## config.mk

```make
export PLATFORM = sky130hd
export DESIGN_NAME = mem_port_arbiter_flat
export DESIGN_NICKNAME = d
export VERILOG_FILES = /design/src/rtl/mem_port_arbiter_if.sv /design/src/rtl/mem_port_arbiter.sv /design/src/flat_wrapper.sv
export SDC_FILE = /design/constraint.sdc
export NUM_CORES = 1
export LEC_CHECK = 0
export ABC_AREA = 0
export CAP_MARGIN = 20
export CORE_ASPECT_RATIO = 1.75
export CORE_MARGIN = 10
export CORE_UTILIZATION = 33
export DETAILED_ROUTE_END_ITERATION = 8
export PLACE_DENSITY = 0.65
export SLEW_MARGIN = 5
export SYNTH_ARGS = -nofsm -noshare
export SYNTH_HDL_FRONTEND = slang
export SYNTH_SLANG_ARGS = --single-unit
```

## constraint.sdc

```tcl
create_clock -name iClk -period 6.9 [get_ports iClk]
set_clock_uncertainty 0.1 [all_clocks]
set_input_delay 1.035 -clock iClk [delete_from_list [all_inputs] [get_ports iClk]]
set_output_delay 1.035 -clock iClk [all_outputs]
set_load 0.1 [all_outputs]
```

## src/rtl/mem_port_arbiter_if.sv

```systemverilog
// ============================================================================
//  Module      : mem_port_arbiter_if
//  Description : Bundle of every handshake and bus signal around the
//                single-ported memory arbiter: the instruction-fetch
//                requester, the execute-stage load/store requester, the
//                execute stall and the memory-side request/acknowledge.
//
//  Modports    : slave  - the arbiter's view (i* inputs, o* outputs)
//                master - requesters, execute stage and memory wrapper
//
//  Signal summary
//    Fetch   : iFetchReq, iFetchAddr -> oFetchGnt, oFetchValid, oFetchData
//    Data    : iMemReq, iMemWrite, iMemAddr, iMemWData, iMemBe, iMemRdAddr
//              -> oMemGnt, oMemValid, oMemRData, oMemRdAddr
//    Execute : oStall
//    Memory  : oRamReq, oRamWe, oRamAddr, oRamWData, oRamBe
//              <- iRamAck, iRamRData
//    Status  : oBusErr (watchdog abort pulse)
//
//  Revision    : 1.0 - initial release
// ============================================================================
`default_nettype none

interface mem_port_arbiter_if #(
  parameter int ADDR_W     = 32,
  parameter int DATA_W     = 32,
  parameter int REG_ADDR_W = 5
);

  // Instruction-fetch requester
  logic                    iFetchReq;
  logic [ADDR_W-1:0]       iFetchAddr;
  logic                    oFetchGnt;
  logic                    oFetchValid;
  logic [DATA_W-1:0]       oFetchData;

  // Execute-stage load/store requester
  logic                    iMemReq;
  logic                    iMemWrite;
  logic [ADDR_W-1:0]       iMemAddr;
  logic [DATA_W-1:0]       iMemWData;
  logic [DATA_W/8-1:0]     iMemBe;
  logic [REG_ADDR_W-1:0]   iMemRdAddr;
  logic                    oMemGnt;
  logic                    oMemValid;
  logic [DATA_W-1:0]       oMemRData;
  logic [REG_ADDR_W-1:0]   oMemRdAddr;

  // Execute freeze
  logic                    oStall;

  // Memory side
  logic                    oRamReq;
  logic                    oRamWe;
  logic [ADDR_W-1:0]       oRamAddr;
  logic [DATA_W-1:0]       oRamWData;
  logic [DATA_W/8-1:0]     oRamBe;
  logic                    iRamAck;
  logic [DATA_W-1:0]       iRamRData;

  // Watchdog abort
  logic                    oBusErr;

  modport slave (
    input  iFetchReq, iFetchAddr,
    output oFetchGnt, oFetchValid, oFetchData,
    input  iMemReq, iMemWrite, iMemAddr, iMemWData, iMemBe, iMemRdAddr,
    output oMemGnt, oMemValid, oMemRData, oMemRdAddr,
    output oStall,
    output oRamReq, oRamWe, oRamAddr, oRamWData, oRamBe,
    input  iRamAck, iRamRData,
    output oBusErr
  );

  modport master (
    output iFetchReq, iFetchAddr,
    input  oFetchGnt, oFetchValid, oFetchData,
    output iMemReq, iMemWrite, iMemAddr, iMemWData, iMemBe, iMemRdAddr,
    input  oMemGnt, oMemValid, oMemRData, oMemRdAddr,
    input  oStall,
    input  oRamReq, oRamWe, oRamAddr, oRamWData, oRamBe,
    output iRamAck, iRamRData,
    input  oBusErr
  );

endinterface : mem_port_arbiter_if

`default_nettype wire

```

## src/rtl/mem_port_arbiter.sv

```systemverilog
// ============================================================================
//  Module      : mem_port_arbiter
//  Description : Shares one single-ported memory bus between instruction
//                fetch and execute-stage loads/stores. Each access is
//                granted from IDLE, held stable on the memory-side outputs
//                until acknowledged, and its read data returned to the
//                requester that owned it. Data accesses normally win; after
//                MAX_DATA_BURST data grants issued while fetch was waiting,
//                fetch is given the next slot.
//
//  Ports       : iClk  - clock, rising edge
//                iRst  - asynchronous active-high reset
//                bus   - mem_port_arbiter_if.slave (requesters, stall,
//                        memory side, bus error)
//
//  Options     : MEM_ARB_TIMEOUT_EN - when defined, a watchdog aborts an
//                access after TIMEOUT_CYCLES busy cycles without iRamAck,
//                completing it with zero data and an oBusErr pulse. When
//                undefined the FSM waits for iRamAck indefinitely and
//                oBusErr is tied low.
//
//  Revision    : 1.0 - initial release
// ============================================================================
`default_nettype none

module mem_port_arbiter #(
  parameter int ADDR_W         = 32,
  parameter int DATA_W         = 32,
  parameter int REG_ADDR_W     = 5,
  parameter int MAX_DATA_BURST = 4
`ifdef MEM_ARB_TIMEOUT_EN
  ,
  parameter int TIMEOUT_CYCLES = 16
`endif
) (
  input  wire logic         iClk,
  input  wire logic         iRst,
  mem_port_arbiter_if.slave bus
);

  localparam int BE_W    = DATA_W / 8;
  localparam int BURST_W = $clog2(MAX_DATA_BURST + 1);

  localparam logic [BURST_W-1:0] c_BURST_MAX = BURST_W'(MAX_DATA_BURST);

  localparam logic [1:0] c_IDLE       = 2'd0;
  localparam logic [1:0] c_BUSY_FETCH = 2'd1;
  localparam logic [1:0] c_BUSY_DATA  = 2'd2;

  // --------------------------------------------------------------------------
  // State and registered outputs
  // --------------------------------------------------------------------------
  logic [1:0]            r_state;
  logic [BURST_W-1:0]    r_burstCnt;

  logic                  r_ramReq;
  logic                  r_ramWe;
  logic [ADDR_W-1:0]     r_ramAddr;
  logic [DATA_W-1:0]     r_ramWData;
  logic [BE_W-1:0]       r_ramBe;
  logic [REG_ADDR_W-1:0] r_rdAddr;

  logic                  r_fetchGnt;
  logic                  r_fetchValid;
  logic [DATA_W-1:0]     r_fetchData;

  logic                  r_memGnt;
  logic                  r_memValid;
  logic [DATA_W-1:0]     r_memRData;
  logic [REG_ADDR_W-1:0] r_memRdAddr;

  // --------------------------------------------------------------------------
  // Arbitration and completion
  // --------------------------------------------------------------------------
  logic                  w_idle;
  logic                  w_busy;
  logic                  w_fetchPriority;
  logic                  w_grantData;
  logic                  w_grantFetch;
  logic                  w_timeout;
  logic                  w_done;
  logic [DATA_W-1:0]     w_doneData;

  assign w_idle = (r_state == c_IDLE);
  assign w_busy = (r_state == c_BUSY_FETCH) | (r_state == c_BUSY_DATA);

  // Fetch only overrides data once it has watched a full burst go by.
  assign w_fetchPriority = bus.iFetchReq & (r_burstCnt == c_BURST_MAX);
  assign w_grantData     = w_idle & bus.iMemReq & ~w_fetchPriority;
  assign w_grantFetch    = w_idle & bus.iFetchReq & ~w_grantData;

  // An access ends on an ack or a watchdog abort; an abort returns zero data.
  assign w_done     = w_busy & (bus.iRamAck | w_timeout);
  assign w_doneData = bus.iRamAck ? bus.iRamRData : '0;

  // --------------------------------------------------------------------------
  // Main FSM
  // --------------------------------------------------------------------------
  always_ff @(posedge iClk or posedge iRst) begin
    if (iRst) begin
      r_state      <= c_IDLE;
      r_burstCnt   <= '0;
      r_ramReq     <= 1'b0;
      r_ramWe      <= 1'b0;
      r_ramAddr    <= '0;
      r_ramWData   <= '0;
      r_ramBe      <= '0;
      r_rdAddr     <= '0;
      r_fetchGnt   <= 1'b0;
      r_fetchValid <= 1'b0;
      r_fetchData  <= '0;
      r_memGnt     <= 1'b0;
      r_memValid   <= 1'b0;
      r_memRData   <= '0;
      r_memRdAddr  <= '0;
    end else begin
      // Grant and completion strobes are single-cycle pulses.
      r_fetchGnt   <= 1'b0;
      r_memGnt     <= 1'b0;
      r_fetchValid <= 1'b0;
      r_memValid   <= 1'b0;

      case (r_state)
        c_IDLE: begin
          if (w_grantData) begin
            r_state    <= c_BUSY_DATA;
            r_memGnt   <= 1'b1;
            r_ramReq   <= 1'b1;
            r_ramWe    <= bus.iMemWrite;
            r_ramAddr  <= bus.iMemAddr;
            r_ramWData <= bus.iMemWData;
            r_ramBe    <= bus.iMemBe;
            r_rdAddr   <= bus.iMemRdAddr;
            // Only data grants that made fetch wait count toward the burst.
            if (bus.iFetchReq && (r_burstCnt != c_BURST_MAX)) begin
              r_burstCnt <= r_burstCnt + 1'b1;
            end
          end else if (w_grantFetch) begin
            r_state    <= c_BUSY_FETCH;
            r_fetchGnt <= 1'b1;
            r_ramReq   <= 1'b1;
            r_ramWe    <= 1'b0;
            r_ramAddr  <= bus.iFetchAddr;
            r_ramWData <= '0;
            r_ramBe    <= '1;
            r_burstCnt <= '0;
          end
        end

        c_BUSY_FETCH: begin
          if (w_done) begin
            r_state      <= c_IDLE;
            r_ramReq     <= 1'b0;
            r_fetchValid <= 1'b1;
            r_fetchData  <= w_doneData;
          end
        end

        c_BUSY_DATA: begin
          if (w_done) begin
            r_state    <= c_IDLE;
            r_ramReq   <= 1'b0;
            r_memValid <= 1'b1;
            // A store completes with no result and no destination register.
            if (r_ramWe) begin
              r_memRData  <= '0;
              r_memRdAddr <= '0;
            end else begin
              r_memRData  <= w_doneData;
              r_memRdAddr <= r_rdAddr;
            end
          end
        end

        default: begin
          r_state  <= c_IDLE;
          r_ramReq <= 1'b0;
        end
      endcase
    end
  end

  // --------------------------------------------------------------------------
  // Ack watchdog
  // --------------------------------------------------------------------------
`ifdef MEM_ARB_TIMEOUT_EN
  localparam int WDOG_W = (TIMEOUT_CYCLES > 1) ? $clog2(TIMEOUT_CYCLES) : 1;

  localparam logic [WDOG_W-1:0] c_WDOG_LAST = WDOG_W'(TIMEOUT_CYCLES - 1);

  logic [WDOG_W-1:0] r_wdog;
  logic              r_busErr;

  // r_wdog reads k-1 in the k-th busy cycle, so the abort fires at the end
  // of the TIMEOUT_CYCLES-th cycle without an ack.
  assign w_timeout = w_busy & ~bus.iRamAck & (r_wdog == c_WDOG_LAST);

  always_ff @(posedge iClk or posedge iRst) begin
    if (iRst) begin
      r_wdog   <= '0;
      r_busErr <= 1'b0;
    end else begin
      r_busErr <= w_timeout;
      if (w_grantData || w_grantFetch) begin
        r_wdog <= '0;
      end else if (w_busy && (r_wdog != c_WDOG_LAST)) begin
        r_wdog <= r_wdog + 1'b1;
      end
    end
  end

  assign bus.oBusErr = r_busErr;
`else
  assign w_timeout   = 1'b0;
  assign bus.oBusErr = 1'b0;
`endif

  // --------------------------------------------------------------------------
  // Outputs
  // --------------------------------------------------------------------------
  assign bus.oFetchGnt   = r_fetchGnt;
  assign bus.oFetchValid = r_fetchValid;
  assign bus.oFetchData  = r_fetchData;

  assign bus.oMemGnt     = r_memGnt;
  assign bus.oMemValid   = r_memValid;
  assign bus.oMemRData   = r_memRData;
  assign bus.oMemRdAddr  = r_memRdAddr;

  assign bus.oRamReq     = r_ramReq;
  assign bus.oRamWe      = r_ramWe;
  assign bus.oRamAddr    = r_ramAddr;
  assign bus.oRamWData   = r_ramWData;
  assign bus.oRamBe      = r_ramBe;

  // Execute freezes for the whole data access, and also in the cycle a data
  // request is still waiting for its grant.
  assign bus.oStall = (r_state == c_BUSY_DATA) | (bus.iMemReq & ~r_memGnt);

endmodule : mem_port_arbiter

`default_nettype wire

```

## src/flat_wrapper.sv

```systemverilog
// flat-port wrapper written by rule: the top's interface ports become plain ports
module mem_port_arbiter_flat 
#(
  parameter int ADDR_W         = 32,
  parameter int DATA_W         = 32,
  parameter int REG_ADDR_W     = 5,
  parameter int MAX_DATA_BURST = 4

)
  (iClk, iRst, bus_iFetchReq, bus_iFetchAddr, bus_oFetchGnt, bus_oFetchValid, bus_oFetchData, bus_iMemReq, bus_iMemWrite, bus_iMemAddr, bus_iMemWData, bus_iMemBe, bus_iMemRdAddr, bus_oMemGnt, bus_oMemValid, bus_oMemRData, bus_oMemRdAddr, bus_oStall, bus_oRamReq, bus_oRamWe, bus_oRamAddr, bus_oRamWData, bus_oRamBe, bus_iRamAck, bus_iRamRData, bus_oBusErr);
  mem_port_arbiter_if #(.ADDR_W(ADDR_W), .DATA_W(DATA_W), .REG_ADDR_W(REG_ADDR_W)) bus_i ();
  input  wire logic iClk;
  input  wire logic iRst;
  input wire logic [$bits(bus_i.iFetchReq)-1:0] bus_iFetchReq;
  input wire logic [$bits(bus_i.iFetchAddr)-1:0] bus_iFetchAddr;
  output wire logic [$bits(bus_i.oFetchGnt)-1:0] bus_oFetchGnt;
  output wire logic [$bits(bus_i.oFetchValid)-1:0] bus_oFetchValid;
  output wire logic [$bits(bus_i.oFetchData)-1:0] bus_oFetchData;
  input wire logic [$bits(bus_i.iMemReq)-1:0] bus_iMemReq;
  input wire logic [$bits(bus_i.iMemWrite)-1:0] bus_iMemWrite;
  input wire logic [$bits(bus_i.iMemAddr)-1:0] bus_iMemAddr;
  input wire logic [$bits(bus_i.iMemWData)-1:0] bus_iMemWData;
  input wire logic [$bits(bus_i.iMemBe)-1:0] bus_iMemBe;
  input wire logic [$bits(bus_i.iMemRdAddr)-1:0] bus_iMemRdAddr;
  output wire logic [$bits(bus_i.oMemGnt)-1:0] bus_oMemGnt;
  output wire logic [$bits(bus_i.oMemValid)-1:0] bus_oMemValid;
  output wire logic [$bits(bus_i.oMemRData)-1:0] bus_oMemRData;
  output wire logic [$bits(bus_i.oMemRdAddr)-1:0] bus_oMemRdAddr;
  output wire logic [$bits(bus_i.oStall)-1:0] bus_oStall;
  output wire logic [$bits(bus_i.oRamReq)-1:0] bus_oRamReq;
  output wire logic [$bits(bus_i.oRamWe)-1:0] bus_oRamWe;
  output wire logic [$bits(bus_i.oRamAddr)-1:0] bus_oRamAddr;
  output wire logic [$bits(bus_i.oRamWData)-1:0] bus_oRamWData;
  output wire logic [$bits(bus_i.oRamBe)-1:0] bus_oRamBe;
  input wire logic [$bits(bus_i.iRamAck)-1:0] bus_iRamAck;
  input wire logic [$bits(bus_i.iRamRData)-1:0] bus_iRamRData;
  output wire logic [$bits(bus_i.oBusErr)-1:0] bus_oBusErr;
  assign bus_i.iFetchReq = bus_iFetchReq;
  assign bus_i.iFetchAddr = bus_iFetchAddr;
  assign bus_oFetchGnt = bus_i.oFetchGnt;
  assign bus_oFetchValid = bus_i.oFetchValid;
  assign bus_oFetchData = bus_i.oFetchData;
  assign bus_i.iMemReq = bus_iMemReq;
  assign bus_i.iMemWrite = bus_iMemWrite;
  assign bus_i.iMemAddr = bus_iMemAddr;
  assign bus_i.iMemWData = bus_iMemWData;
  assign bus_i.iMemBe = bus_iMemBe;
  assign bus_i.iMemRdAddr = bus_iMemRdAddr;
  assign bus_oMemGnt = bus_i.oMemGnt;
  assign bus_oMemValid = bus_i.oMemValid;
  assign bus_oMemRData = bus_i.oMemRData;
  assign bus_oMemRdAddr = bus_i.oMemRdAddr;
  assign bus_oStall = bus_i.oStall;
  assign bus_oRamReq = bus_i.oRamReq;
  assign bus_oRamWe = bus_i.oRamWe;
  assign bus_oRamAddr = bus_i.oRamAddr;
  assign bus_oRamWData = bus_i.oRamWData;
  assign bus_oRamBe = bus_i.oRamBe;
  assign bus_i.iRamAck = bus_iRamAck;
  assign bus_i.iRamRData = bus_iRamRData;
  assign bus_oBusErr = bus_i.oBusErr;
  mem_port_arbiter #(.ADDR_W(ADDR_W), .DATA_W(DATA_W), .REG_ADDR_W(REG_ADDR_W), .MAX_DATA_BURST(MAX_DATA_BURST)) u_core (.iClk(iClk), .iRst(iRst), .bus(bus_i));
endmodule
```

=== Word-level counts from Yosys, hierarchy flattened ===
Index checks and enable logic that the tools add are counted.

* $add $sub $neg: 1
* Equal/unequal tests: 7
* Mux-type cells: 30
* Bitwise operators: 12
* Reductions and logical operators: 10

{| class="wikitable"
|+ Operators by type and width
! cell !! count
|-
| 32-bit two-way mux || 6
|-
| 1-bit two-way mux || 13
|-
| 2-bit AND reduction || 5
|-
| 3-bit two-way mux || 3
|-
| 4-bit two-way mux || 2
|-
| 1-bit AND || 7
|-
| 2-bit two-way mux || 3
|-
| 3-bit inequality test (second input constant) || 2
|-
| 5-bit two-way mux || 1
|-
| 2-bit case mux with 2 select lines || 1
|-
| 3-bit by 1-bit adder with 3-bit output (second input constant) || 1
|-
| 3-bit == test (second input constant) || 1
|-
| 1-bit inverter || 3
|-
| 3-bit AND reduction || 1
|-
| 2-bit by 1-bit == test with 1-bit output (second input constant) || 1
|-
| 2-bit == test (second input constant) || 1
|-
| 2-bit zero test || 1
|-
| 2-bit by 1-bit inequality test with 1-bit output (second input constant) || 1
|-
| 2-bit inequality test (second input constant) || 1
|-
| 1-bit bitwise OR || 2
|-
| 1-bit case mux with 2 select lines || 1
|-
| 2-bit nonzero test || 1
|-
| 2-bit OR reduction || 1
|-
| 1-bit logical AND || 1
|}

* Bits in registers: 153
* Input port bits: 143
* Output and inout bits: 145
* Word-level logic and storage cells: 75

=== Longest topological paths before layout ===
Gate-level depths: netlist of run 1.

* Word-level depth: 9
* Mapped depth: 9
* Gate-level depth less buffers: 5

=== Worst setup path after synthesis of run 1 ===
OpenSTA, ideal clock, no wires.

* Path kind: input port to output port
* Start: in bus_iMemReq
* End: out bus_oStall
* Arrival time: 1.688 ns
* Data required time: 5.765 ns
* Path slack: 4.077 ns
* Stages: 1
* Path buffers: 0
* Cell sequence: a21o_1

* Word-level cells in the longest chain between the ends: 2

{| class="wikitable"
|+ RTL lines
! what !! RTL line !! source
|-
| start, declared || flat_wrapper.sv:19 || <nowiki>input wire logic [$bits(bus_i.iMemReq)-1:0] bus_iMemReq;</nowiki>
|-
| 1-bit AND || mem_port_arbiter.sv:238 || <nowiki>assign bus.oStall = (r_state == c_BUSY_DATA) | (bus.iMemReq & ~r_memGnt);</nowiki>
|-
| 1-bit bitwise OR || mem_port_arbiter.sv:238 ||
|-
| end, declared || flat_wrapper.sv:29 || <nowiki>output wire logic [$bits(bus_i.oStall)-1:0] bus_oStall;</nowiki>
|}

No other way between the ends.

=== Worst setup path in the final report of run 1 ===
Same ends and word-level chain as after synthesis.

==> flow_metrics.py, run 1 <==
metrics = {
    "run_status": {
        "status": "completed",
    },
    "routing": {
        "post_drt_via_cell_ratio": 4.56,
        "num_vias": 4941,
        "ant_nets": 0,
        "drcViolationCount": 0,
        "drt_iter0_drc": 207,
        "drt-total-wl_mm": 21.0,
        "dr.pass1.iters": 4,
        "wl_per_cell_um": 19.4,
    },
    "logic_synthesis": {
        "synthTopCellsByArea": "dfrtp_1, mux2_2, mux2_1, mux2i_1, nand2_1",
        "avgSynthCellArea_um2": 12.1,
        "ys_seq_area_share_pct": 57.8,
        "yosys_warnings": 0,
        "synth_largest_type_area_fraction_pct": 57.8,
        "synth_largest_area_cell": "dfrtp_1",
        "synth_seq_cells": 153,
        "synth.cell_area_um2": 6620,
        "synthesis.nets": 694,
        "synth.distinct_cells": 25,
        "syn_inst": 546,
    },
    "placed_design": {
        "io_buffers": 286,
        "place.gp.congestion": 0.770,
        "hpwlAfterDp_mm": 15.5,
    },
    "clock_network": {
        "path_clk_slew_ns": 0.06,
        "cts_resized": 0,
        "cts_setup_buffers": 0,
        "ctsHtreeMaxLevel": 4,
        "clkLatencyLatePin_ns": 0.43,
        "clockRootBuffer": "clkbuf_16",
        "clock-sinks": 153,
        "cts_hold_buf": 0,
        "cts_tree": "done",
        "clockBufferDepth": 2,
        "cts_buffers": 17,
    },
    "critical_path": {
        "startpoint": "bus_iMemReq",
        "r2r_cells": 6,
        "r2r-start": "u_core.r_state[0]",
        "arrival_ns": 2.90,
        "cp.required_ns": 5.76,
        "rrSetupSlack_ns": 4.21,
        "path_max_fanout": 6,
        "crit_path_end_kind": "output port",
        "path_class": "primary input to output port",
        "worstReg2RegEnd": "u_core.bus.oRamAddr[4]",
        "cpPeakStageDelay_ns": 1.13,
        "cp_slowest_cell": "clkdlybuf4s50_1",
        "cpMostUsedCell": "clkdlybuf4s50_1",
        "startpoint_type": "primary input",
        "crit_chain": "clkdlybuf4s50_1 > a21o_1 > clkdlybuf4s50_1",
    },
    "floorplanning": {
        "fp.dieW_um": 127,
        "die_h_um": 207,
        "rows": 68,
        "coreArea_um2": 19700,
        "die_area_um2": 26400,
        "initial_core_util_pct": 33.5,
        "ios": 288,
    },
    "worst_hold_path": {
        "hold_class": "register to register",
        "worstHoldStart": "u_core.bus.oMemRdAddr[1]",
        "hold-path-endpoint": "u_core.bus.oMemRdAddr[1]",
        "hold_depth": 2,
    },
    "timing": {
        "relSlewSlack_pct": 29.3,
        "rsz0062_at_grt": "no",
        "fin_crit_ns": 4.04,
        "fmax_mhz": 248,
        "worst_pin_slew_ns": 1.06,
        "slew_violations": 0,
        "fin_crit_sh_pct": 58.5,
        "hold_viol_final": 0,
        "tns_ns": 0,
        "finalSetupViolCount": 0,
    },
    "global_route": {
        "grt_max_degree": 97,
        "first_global_vias": 5356,
        "grtUsageTotal_pct": 16.2,
        "overflow": 0,
        "antenna_found_initial": 3,
        "grt_pass1_wl_mm": 32.9,
    },
    "layout": {
        "drive_gt1_share_pct": 12.9,
        "area_growth_pct": 55.9,
        "layout_commonest_cell": "clkdlybuf4s50_1",
        "fill_cells": 1785,
        "layout_common_cells": "clkdlybuf4s50_1, dfrtp_1, nand2_1",
        "fin_nets": 971,
    },
    "flow_run": {
        "max_cap_violations": 0,
    },
}
[worst max-delay path, delay by kind of cell]
family	cells	cell delay [ns]
AOI/OAI and AO/OA	1	0.16
buffers and inverters	2	1.71
[flip-flops by register name, summed over array words and instances, names as in the netlist]
| name | flops |
|---|---|
| u_core.bus.oRamBe | 4 |
| u_core.bus.oFetchData | 32 |
| u_core.bus.oMemRData | 32 |
| u_core.bus.oFetchValid | 1 |
| u_core.bus.oMemRdAddr | 5 |
| u_core.bus.oRamWe | 1 |
| u_core.bus.oRamAddr | 32 |
| u_core.r_burstCnt | 3 |
| u_core.bus.oFetchGnt | 1 |
| u_core.bus.oMemGnt | 1 |
| u_core.bus.oRamWData | 32 |
| u_core.r_state | 2 |
| u_core.bus.oMemValid | 1 |
| u_core.bus.oRamReq | 1 |
| u_core.r_rdAddr | 5 |
[per-layer routing]
layer | up-vias | share of wire [%] | GRT usage (%) | wire length [um]
met4 | 0 | 2.5 | 7.55 | 520
met5 | - | 0 | 0 | 0
met3 | 32 | 5.4 | 4.91 | 1140
li1 | 2352 | - | - | -
met2 | 149 | 57 | 29.6 | 11900
met1 | 2408 | 36 | 16.1 | 7480
[metrics by stage]
step                      utilization (%)  hold slack, ns  cells  cell area [um^2]  setup slack [ns]
final                                52.3           0.378   1083             10300              2.86
after global routing                 52.3           0.409   1083             10300              2.83
after CTS                            52.3           0.384   1080             10300              2.87
after detailed placement             48.9           0.369   1049              9660              2.87
after global placement               48.9           0.360   1049              9660              2.90
after floorplan                         -           0.359    546              6620              1.64
[cells by family after synthesis]
family                   synth area share [%]
buffers and inverters                    5.33
flip-flops                               57.8
AO/OA/AOI/OAI                            3.91
adder cells (fa/ha/maj)                 0.945
AND/OR/NAND/NOR                          8.92
other                                  0.0566
multiplexers                             23.0
[synthesized netlist by cell type]
| cell | n |
|---|---|
| mux2_1 | 38 |
| clkbuf_1 | 14 |
| nor2_1 | 1 |
| mux2_2 | 64 |
| a21o_1 | 1 |
| buf_4 | 5 |
| buf_6 | 5 |
| mux2_4 | 3 |
| inv_1 | 43 |
| conb_1 | 1 |
| o21ai_0 | 37 |
| buf_2 | 9 |
| nand2_1 | 74 |
| a22o_1 | 3 |
| mux2i_1 | 33 |
| dfrtp_1 | 153 |
| a21oi_1 | 2 |
| a311oi_1 | 1 |
| nand3_1 | 3 |
| o22ai_1 | 1 |
| and2_1 | 1 |
| nand2b_1 | 44 |
| ha_1 | 5 |
| and3_1 | 2 |
| o21ai_1 | 3 |
[layout make-up]
cell class              instances  area, um^2  share of cell area (%)
well taps                     245         307                    2.97
diodes                          3        7.51                  0.0727
clock buffers                  18         439                    4.25
inverters                      43         166                    1.61
flip-flops and latches        153        3830                    37.1
repair buffers                291        2900                    28.1
multi-input cells             317        2450                    23.8
clock inverters                13         219                    2.12
[worst max-delay path by stage]
| stage | endpoint | slack [ns] | depth (start not counted) |
|---|---|---|---|
| after floorplan | u_core.bus.oFetchData[0] | 1.64 | 1 |
| after global placement | bus_oStall | 2.90 | 3 |
| after detailed placement | bus_oStall | 2.87 | 3 |
| after CTS | bus_oStall | 2.87 | 3 |
| after global routing | bus_oStall | 2.83 | 3 |
| final | bus_oStall | 2.86 | 3 |
Power of run 1 is left out: the tool's default activity adds up to more than one toggle a clock period on the data nets, which glitch-free logic cannot reach.
==> run 2: changes to the inputs <==
- PLACE_DENSITY: 0.65 -> 0.68
- clock period: 6.9 -> 3.24 ns (I/O delays scaled with it)
==> flow_metrics.py, run 2 (synthesis gave the netlist of run 1 again) <==
metrics = {
    "layout": {
        "final-seq-area_um2": 3830,
        "multiInputGateArea_um2": 2450,
        "layout_common_cells": "buf_4, dfrtp_1, clkdlybuf4s50_1",
        "fin_nets": 980,
        "drive_gt1_share_pct": 30.7,
        "area_growth_pct": 51.2,
        "n_antenna_cell": 0,
        "layout_commonest_cell": "buf_4",
        "fill_cells": 1843,
    },
    "clock_network": {
        "ctsHtreeMaxLevel": 4,
        "cts_hold_buf": 0,
        "clock-sinks": 153,
        "cts_buffers": 17,
        "clkLatencyLatePin_ns": 0.42,
        "clockBufferDepth": 2,
        "cts_resized": 0,
        "path_clk_slew_ns": 0.06,
        "clockRootBuffer": "clkbuf_16",
        "cts_tree": "done",
        "cts_setup_buffers": 0,
    },
    "critical_path": {
        "path_max_fanout": 6,
        "path_class": "primary input to output port",
        "cpPeakStageDelay_ns": 0.60,
        "arrival_ns": 1.54,
        "startpoint_type": "primary input",
        "crit_path_end_kind": "output port",
        "crit_chain": "clkdlybuf4s50_1 > a21o_1 > buf_4",
        "cp_slowest_cell": "clkdlybuf4s50_1",
        "cp.required_ns": 2.65,
    },
    "floorplanning": {
        "initial_core_util_pct": 33.5,
        "die_h_um": 207,
        "ios": 288,
        "fp.dieW_um": 127,
        "rows": 68,
        "coreArea_um2": 19700,
        "die_area_um2": 26400,
    },
    "routing": {
        "num_vias": 4850,
        "ant_nets": 0,
        "drcViolationCount": 0,
        "dr.pass1.iters": 6,
        "post_drt_via_cell_ratio": 4.45,
        "drt_iter0_drc": 350,
        "wl_per_cell_um": 18.8,
        "drt-total-wl_mm": 20.5,
    },
    "timing": {
        "fmax_mhz": 471,
        "relSlewSlack_pct": 57.0,
        "worst_pin_slew_ns": 0.643,
        "slew_violations": 0,
        "fin_crit_ns": 2.12,
        "timing.final.ws_setup_ns": 1.12,
        "rsz0062_at_grt": "no",
        "tns_ns": 0,
        "hold_viol_final": 0,
        "fin_crit_sh_pct": 65.6,
        "finalSetupViolCount": 0,
    },
    "placed_design": {
        "hpwlAfterDp_mm": 15.9,
        "place_ws_ns": 0.763,
        "io_buffers": 286,
        "place.gp.congestion": 0.775,
    },
    "flow_run": {
        "max_cap_violations": 0,
    },
    "global_route": {
        "grtUsageTotal_pct": 15.5,
        "grt_pass1_wl_mm": 31.6,
        "antenna_found_initial": 0,
        "first_global_vias": 5188,
        "overflow": 0,
        "grt_max_degree": 61,
    },
    "worst_hold_path": {
        "hold_class": "register to register",
    },
    "run_status": {
        "status": "completed",
    },
}
## run 2: cell type report
type	count	area share [%]
Clock buffer	21	4.50
Clock inverter	11	1.47
Inverter	43	1.65
Multi-Input combinational cell	317	24.5
Sequential cell	153	38.2
Tap cell	245	3.06
Timing Repair Buffer	300	26.5
## run 2: worst paths after layout
path,startpoint,end,slack (ns),cells after the start
min reg2reg,u_core.bus.oMemRData[27],u_core.bus.oMemRData[27],0.38,2
max in group asynchronous,iRst,u_core.bus.oFetchData[27],1.83,3
max,bus_iMemReq,bus_oStall,1.12,3
max reg2reg,u_core.r_burstCnt[0],u_core.bus.oRamAddr[12],1.17,6
min in group asynchronous,iRst,u_core.bus.oRamAddr[23],0.40,2
min,u_core.bus.oMemRData[27],u_core.bus.oMemRData[27],0.38,2
## run 2: layer usage
metal	global-route usage, %	routed length [um]	vias up
li1	-	-	2364
met1	16.7	7670	2311
met2	27.9	11300	150
met3	3.73	1060	25
met4	6.45	536	0
met5	0	0	-
## run 2: metrics by stage
step	std cells	util, %	area [um^2]	hold slack (ns)
after global routing	1090	50.7	10000	0.397
after global placement	1058	47.7	9410	0.363
after detailed placement	1058	47.7	9410	0.371
after CTS	1090	50.7	10000	0.385
final	1090	50.7	10000	0.378
after floorplan	546	-	6630	0.359
## run 2: critical path, delay by kind of cell
kind,cells,cell delay (ns)
buf+inv,2,0.88
compound gates,1,0.16
Power of run 2 is left out for the same reason.
==> run 3: changes to the inputs <==
- PLACE_DENSITY: 0.68 -> 0.65
- clock period: 3.24 -> 2 ns (I/O delays scaled with it)
==> flow_metrics.py, run 3 (synthesis gave the netlist of run 1 again) <==
metrics = {
    "global_route": {
        "first_global_vias": 5417,
        "antenna_found_initial": 2,
        "overflow": 0,
        "grtUsageTotal_pct": 15.7,
        "grt_max_degree": 43,
        "grt_pass1_wl_mm": 32.1,
    },
    "timing": {
        "slew_violations": 0,
        "fmax_mhz": 515,
        "fin_crit_ns": 1.94,
        "rsz0062_at_grt": "no",
        "timing.final.ws_setup_ns": 0.0588,
        "hold_viol_final": 0,
        "finalSetupViolCount": 0,
        "fin_crit_sh_pct": 97.1,
    },
    "routing": {
        "drt-total-wl_mm": 20.6,
        "wl_per_cell_um": 18.7,
        "post_drt_via_cell_ratio": 4.50,
        "ant_nets": 0,
        "drcViolationCount": 0,
        "num_vias": 4960,
        "dr.pass1.iters": 6,
        "drt_iter0_drc": 238,
    },
    "critical_path": {
        "rrSetupSlack_ns": 0.06,
        "r2r_cells": 6,
        "r2r-start": "u_core.r_state[0]",
        "cpPeakStageDelay_ns": 0.38,
        "crit_family": "multiplexers",
        "cp_num_cells": 6,
        "path_max_fanout": 27,
        "setup.worst_path.end": "u_core.bus.oRamAddr[2]",
        "cp_num_buf_inv": 2,
        "path_class": "register to register",
        "startpoint": "u_core.r_state[0]",
        "worstReg2RegEnd": "u_core.bus.oRamAddr[2]",
        "startpoint_type": "register",
        "crit_chain": "inv_1 > ha_1 > nand2_2 > buf_12 > mux2_2 > mux2_1",
        "cp.required_ns": 2.19,
        "crit_path_end_kind": "register",
        "cp_slowest_cell": "dfrtp_1",
        "arrival_ns": 2.13,
    },
    "clock_network": {
        "clockBufferDepth": 2,
        "cts_hold_buf": 0,
        "cts_setup_buffers": 0,
        "clockRootBuffer": "clkbuf_16",
        "cts_tree": "done",
        "clock-sinks": 153,
        "ctsHtreeMaxLevel": 4,
        "cts_resized": 0,
        "cts_buffers": 17,
        "clkLatencyLatePin_ns": 0.41,
        "path_clk_slew_ns": 0.07,
    },
    "run_status": {
        "status": "completed",
    },
    "floorplanning": {
        "die_area_um2": 26400,
        "die_h_um": 207,
        "coreArea_um2": 19700,
        "initial_core_util_pct": 33.5,
        "fp.dieW_um": 127,
        "ios": 288,
        "rows": 68,
    },
    "flow_run": {
        "max_cap_violations": 0,
    },
    "layout": {
        "fill_cells": 1788,
        "layout_common_cells": "buf_4, dfrtp_1, clkdlybuf4s50_1",
        "fin_nets": 992,
        "area_growth_pct": 55.2,
        "drive_gt1_share_pct": 32.0,
        "layout_commonest_cell": "buf_4",
    },
    "placed_design": {
        "place.gp.congestion": 0.800,
        "io_buffers": 286,
        "place_ws_ns": -0.0888,
        "hpwlAfterDp_mm": 16.1,
    },
    "worst_hold_path": {
        "hold_class": "primary input to asynchronous set/reset pin",
    },
}
## run 3: metal layers
metal,track usage (%),part of all wire (%),up-vias
met5,0,0.063,-
met3,4.47,5.3,15
met4,5.78,1.5,2
li1,-,-,2395
met2,29.3,57,146
met1,16.0,36,2402
## run 3: worst min path at each step
stage | from | endpoint | cells past startpoint
2_1_floorplan | bus_iMemReq | u_core.r_state[0] | 1
3_3_place_gp | u_core.bus.oMemRData[23] | u_core.bus.oMemRData[23] | 2
3_5_place_dp | u_core.bus.oMemRData[19] | u_core.bus.oMemRData[19] | 2
4_1_cts | iRst | u_core.bus.oFetchData[4] | 2
5_1_grt | iRst | u_core.bus.oFetchData[4] | 2
6_report | iRst | u_core.bus.oFetchData[4] | 2
## run 3: layout make-up
type,count,area [um^2],area share [%]
antenna,1,2.50,0.0243
timing repair buffer,312,2900,28.2
multi-input combinational,317,2450,23.9
tap,245,307,2.98
clock buffer,19,453,4.41
sequential,153,3830,37.3
inverter,43,165,1.61
clock inverter,13,169,1.64
## run 3: worst reg2reg max path, stage by stage, from the launching register on
cell     delay (ns)
dfrtp_1        0.38
inv_1          0.07
ha_1           0.25
nand2_2        0.15
buf_12         0.22
mux2_2         0.36
mux2_1         0.28
## run 3: through the flow
step                utilization, %  instance area [um^2]  std cells  TNS (ns)  hold slack (ns)
finish                        52.1                 10300       1103         0            0.135
global route                  52.1                 10300       1103         0            0.131
CTS                           52.1                 10300       1102         0            0.120
detailed placement            48.9                  9650       1070     -2.26            0.371
global placement              48.9                  9650       1070     -1.02            0.363
floorplan                        -                  6630        546    -50.63            0.303
Power of run 3 is left out for the same reason.
